$ cat src/rtl/pulse_generator.sv
// Trigger-to-pulse generator: programmable delay and width, enforced low gap
// after each pulse, optional retrigger (restart in DELAY, extend in HIGH).
module pulse_generator #(
  parameter int unsigned DELAY_W    = 16,
  parameter int unsigned WIDTH_W    = 16,
  parameter int unsigned GAP_CYCLES = 4,
  parameter int unsigned RETRIGGER  = 0
) (
  input  logic               clk,
  input  logic               rst_n,
  input  logic               i_trigger,
  input  logic [DELAY_W-1:0] i_delay,
  input  logic [WIDTH_W-1:0] i_width,
  output logic               o_pulse,
  output logic               o_busy,
  output logic               o_rise,
  output logic               o_fall,
  output logic               o_drop
);

  localparam int unsigned GAP_W = (GAP_CYCLES > 0) ? $clog2(GAP_CYCLES + 1) : 1;

  typedef enum logic [1:0] {IDLE, DELAY, HIGH, GAP} state_t;

  state_t             state, state_nx;
  logic [DELAY_W-1:0] dly_cnt, dly_nx;
  logic [WIDTH_W-1:0] wid_cnt, wid_nx;
  logic [GAP_W-1:0]   gap_cnt, gap_nx;
  logic               drop_evt, drop_nx;
  logic [WIDTH_W-1:0] wid_ld;

  // A zero width request still yields a single-cycle pulse.
  assign wid_ld = (i_width == '0) ? WIDTH_W'(1) : i_width;

  always_ff @(posedge clk or negedge rst_n) begin
    if (!rst_n) begin
      state    <= IDLE;
      dly_cnt  <= '0;
      wid_cnt  <= '0;
      gap_cnt  <= '0;
      drop_evt <= 1'b0;
    end else begin
      state    <= state_nx;
      dly_cnt  <= dly_nx;
      wid_cnt  <= wid_nx;
      gap_cnt  <= gap_nx;
      drop_evt <= drop_nx;
    end
  end

  always_comb begin
    state_nx = state;
    dly_nx   = dly_cnt;
    wid_nx   = wid_cnt;
    gap_nx   = gap_cnt;
    drop_nx  = 1'b0;
    case (state)
      IDLE: begin
        if (i_trigger) begin
          dly_nx   = i_delay;
          wid_nx   = wid_ld;
          state_nx = (i_delay == '0) ? HIGH : DELAY;
        end
      end
      DELAY: begin
        if (i_trigger && RETRIGGER != 0) begin
          dly_nx   = i_delay;
          wid_nx   = wid_ld;
          state_nx = (i_delay == '0) ? HIGH : DELAY;
        end else begin
          drop_nx = i_trigger;
          if (dly_cnt <= DELAY_W'(1)) begin
            dly_nx   = '0;
            state_nx = HIGH;
          end else begin
            dly_nx = dly_cnt - DELAY_W'(1);
          end
        end
      end
      HIGH: begin
        if (i_trigger && RETRIGGER != 0) begin
          wid_nx = wid_ld;
        end else begin
          drop_nx = i_trigger;
          if (wid_cnt <= WIDTH_W'(1)) begin
            wid_nx = '0;
            if (GAP_CYCLES > 0) begin
              gap_nx   = GAP_W'(GAP_CYCLES);
              state_nx = GAP;
            end else begin
              state_nx = IDLE;
            end
          end else begin
            wid_nx = wid_cnt - WIDTH_W'(1);
          end
        end
      end
      GAP: begin
        drop_nx = i_trigger;
        if (gap_cnt <= GAP_W'(1)) begin
          gap_nx   = '0;
          state_nx = IDLE;
        end else begin
          gap_nx = gap_cnt - GAP_W'(1);
        end
      end
      default: state_nx = IDLE;
    endcase
  end

  // Outputs are a registered view of the current state, one cycle behind it.
  always_ff @(posedge clk or negedge rst_n) begin
    if (!rst_n) begin
      o_pulse <= 1'b0;
      o_busy  <= 1'b0;
      o_rise  <= 1'b0;
      o_fall  <= 1'b0;
      o_drop  <= 1'b0;
    end else begin
      o_pulse <= (state == HIGH);
      o_busy  <= (state != IDLE);
      o_rise  <= (state == HIGH) && !o_pulse;
      o_fall  <= o_pulse && (state != HIGH);
      o_drop  <= drop_evt;
    end
  end

endmodule

$ cat config.mk
export PLATFORM = sky130hd
export DESIGN_NAME = pulse_generator
export DESIGN_NICKNAME = d
export VERILOG_FILES = /design/src/rtl/pulse_generator.sv
export SDC_FILE = /design/constraint.sdc
export NUM_CORES = 1
export LEC_CHECK = 0
export ABC_AREA = 1
export CORE_MARGIN = 2
export CORE_UTILIZATION = 35
export CTS_BUF_LIST = sky130_fd_sc_hd__clkbuf_8
export CTS_CLUSTER_SIZE = 25
export DETAILED_ROUTE_END_ITERATION = 8
export GPL_ROUTABILITY_DRIVEN = 0
export PLACE_DENSITY = 0.68
export SLEW_MARGIN = 10
export SYNTH_ARGS = -nofsm -noshare
export SYNTH_HDL_FRONTEND = slang
export SYNTH_SLANG_ARGS = --single-unit
$ cat constraint.sdc
create_clock -name clk -period 1.45 [get_ports clk]
set_input_delay 0.3625 -clock clk [delete_from_list [all_inputs] [get_ports clk]]
set_output_delay 0.3625 -clock clk [all_outputs]
set_load 0.02 [all_outputs]
==> results by group <==
Status
  – Status: complete, but fails checks
  – Failing checks: negative setup slack

Detailed routing
  – Routed wire length: about 9 mm
  – Vias post-DR: 3369
  – Starting DRC count in detailed routing: ~270
  – Met3 wire len: roughly 370 µm
  – Wire per inst: roughly 13 µm
  – WL met2: about 4.6 mm
  – Final ANT Viol Nets: 0
  – Metal-1 WL: 4.03 mm
  – Top layer in use: met4
  – Via-to-Cell Ratio: 4.90
  – First drt pass iteration count: 4
  – # DRC: 0

Floorplanning
  – Die width: about 100 µm
  – Core Region: 0.00864 mm²
  – Die span in y: slightly below 100 µm
  – Initial Util: between 30% and 40%
  – Num rows: 34
  – Die ar.: about 0.0096 mm²
  – Top-level I/O count: 40

Finish
  – Layout Nets: roughly 620
  – Share of post-route cells with drive strength above 1: around two fifths
  – Design area: 0.00478 mm²
  – Area growth, synth to finish: 55.2%
  – Non-Filler Instances: about 690
  – Diodes inserted: 0

Timing
  – Final setup fails: 25
  – Final worst-path setup slack: -74.3 ps
  – Fin Setup TNS: -873 ps
  – RSZ-0062 raised after global routing: true
  – Fin Hold WS: 7.81 ps
  – Max Slew Vio Count: 0
  – Final critical-path share of the clock period: 105%
  – Rel. slew slack: roughly 81%
  – FMAX: 0.656 GHz
  – Final min period: 1520 ps
  – Final Hold Fails: 0
  – Skew final: 8.82 ps
  – Worst Tran Pin Value: 276 ps

GRT
  – Grt ovf: 0
  – Total Routing Usage GR: between 10% and 20%
  – Vias in the first global route: between 3000 and 4000
  – Largest net degree at the start of global routing: between 40 and 50
  – Global-route wire length before repair: between 10 and 15 mm
  – Initial antenna violation count: 0

Clock network
  – CTS tree: done
  – # hold bufs at CTS: 0
  – Clk sink count: 43
  – Worst-Skew Late Latency: just over 300 ps
  – Clock Tree Root: clkbuf_8
  – CTS Buf Count: 5
  – CTS HTree Levels: 2
  – Longest Clk Path Bufs: 2
  – Clock transition at path regs: approximately 90 ps

Critical path
  – Depth of the most critical reg-to-reg path: 8
  – Worst setup EP type: register
  – CP max FO: 5
  – Sequence of cells on the critical path: nor2_1, nand2_2, nor2_4, a21oi_4, buf_6, nor2_4, nand3_2, nand2_1
  – Crit-path most repeated cell: nor2_4
  – Reg2Reg Setup Slack: -70 ps
  – RR Startpoint: wid_cnt[5]$_DFFE_PN0P_
  – Slowest cell on crit path: dfrtp_1
  – Reg-to-reg endpoint: state[1]$_DFFE_PN0P_
  – WP data arrival: ~1800 ps
  – Critical path launch point type: register
  – Req. time, crit path: 1700 ps
  – Crit path kind: reg -> reg
  – Crit-path max cell delay: ~420 ps

Placed design
  – Dpl cell area: roughly 0.0041 mm²
  – Post-DP HPWL: between 6 and 7 mm
  – Port Buffers: 39
  – Inst Count DP: 668

Synth
  – Post-synthesis cell count: ~460
  – #FFs+latches synth: 43
  – Synth warnings: 0
  – Synth cell types: 28
  – Mapped Area: 0.00308 mm²
  – Avg Inst Size Synth: 6.74 µm²
  – Sequential share of the synthesized area: between 30% and 40%
  – Syn_nets: approximately 500

Flow run
  – # Max-Cap Violations: 0

Power
  – Total power density per cell area: 2010 mW/mm²
  – VDD IR max: about 0.73 mV
  – Static Leak: approximately 2.2 nW
  – Design Power: about 9.6 mW

Hold path
  – Worst Hold Class: in -> async
-- logic make-up after synthesis --
family	Yosys count	synth area share, %
simple gates	272	38.2
fa+ha+maj	10	4.06
compound gates	69	12.7
flops	43	34.9
buf+inv	54	7.51
xor+xnor	9	2.56
-- worst max-delay path by stage --
stage                     cells past startpoint                   start  slack [ps]                 endpoint
after global placement                        8              i_delay[4]        -240     state[1]$_DFFE_PN0P_
final                                         8  wid_cnt[5]$_DFFE_PN0P_         -70     state[1]$_DFFE_PN0P_
after CTS                                    11  wid_cnt[1]$_DFFE_PN0P_         -60     state[1]$_DFFE_PN0P_
after detailed placement                      9  wid_cnt[0]$_DFFE_PN0P_        -320  wid_cnt[13]$_DFFE_PN0P_
after global routing                         10  dly_cnt[0]$_DFFE_PN0P_        -150  dly_cnt[12]$_DFFE_PN0P_
after floorplan                              10  dly_cnt[0]$_DFFE_PN0P_           8   dly_cnt[3]$_DFFE_PN0P_
-- per-stage QoR --
step | setup WS (ps) | utilization, %
6_report | -74.3 | 55.4
5_1_grt | -150 | 55.4
4_1_cts | -63.5 | 52.2
3_5_place_dp | -318 | 47.7
3_3_place_gp | -244 | 47.7
2_1_floorplan | 7.56 | -
-- synth_stat cells, drive strengths merged --
cell type / number / area [µm²]
a21oi: 53 / 307
a31oi: 1 / 6.26
buf: 7 / 50.1
clkbuf: 1 / 3.75
dfrtp: 43 / 1080
ha: 10 / 125
inv: 46 / 178
nand2: 135 / 564
nand3: 28 / 145
nand3b: 2 / 15.0
nor2: 103 / 429
o21ai: 15 / 78.8
or2: 4 / 25.0
xnor2: 1 / 8.76
xor2: 8 / 70.1
-- state kept, by name, summed over array words and instances, names as in the netlist --
signal	count
o_pulse	1
gap_cnt	3
drop_evt	1
state	2
o_drop	1
o_busy	1
o_fall	1
wid_cnt	16
dly_cnt	16
o_rise	1
-- timing repair --
action | CTS | global route
setup buffers | 5 | 4
resized for setup | 71 | 66
pin swaps | 21 | 26
cloned | 2 | 0
endpoints found under the setup margin | 42 | 37
-- worst max-delay path: cells and delay by family, from the launching register on --
kind	cells	cell delay [ps]
AOI/OAI and AO/OA	1	90
DFF	1	420
buffers and inverters	1	150
and+or+nand+nor	6	800
-- power by group --
group / internal [mW] / leakage (nW) / total (mW) / switching, mW
logic: 2.70 / 1.62 / 6.25 / 3.55
clock network: 0.514 / 0.0581 / 0.980 / 0.467
registers: 1.79 / 0.501 / 2.37 / 0.576
total: 5.00 / 2.18 / 9.60 / 4.59
-- placed cells by master, fill, tap and decap left out, types with 2 or more instances in the layout --
master,instances
nand2_1,100
nor2_1,78
buf_4,73
dfrtp_1,41
inv_1,34
clkdlybuf4s50_1,33
a21oi_2,27
a21oi_1,25
nand2_2,18
nand3_1,18
nand2_4,16
nor2_2,15
inv_2,10
nor2_4,10
nand3_2,10
o21ai_2,7
o21ai_1,6
buf_6,6
xor2_1,5
ha_4,5
clkbuf_8,5
dlygate4sd2_1,5
ha_1,4
xor2_2,3
nand2_8,2
nand3b_1,2
o21ai_0,2
clkinv_8,2
or2_2,2
dfrtp_2,2
buf_12,2
-- final cells by class --
class	instances	area, µm²
clock buffers	5	68.8
clock inverters	3	43.8
fillers	721	3850
inverters	46	188
multi-input cells	361	2220
flip-flops and latches	43	1080
well taps	108	135
repair buffers	120	1030
repair inverters	1	16.3
-- metal layers --
| metal | vias to the layer above | global-route usage (%) |
|---|---|---|
| met1 | 1582 | 24.5 |
| met5 | - | 0 |
| met2 | 89 | 30.9 |
| li1 | 1677 | - |
| met3 | 21 | 1.86 |
| met4 | 0 | 8.01 |
No activity file was read; power rests on OpenSTA's default activity.
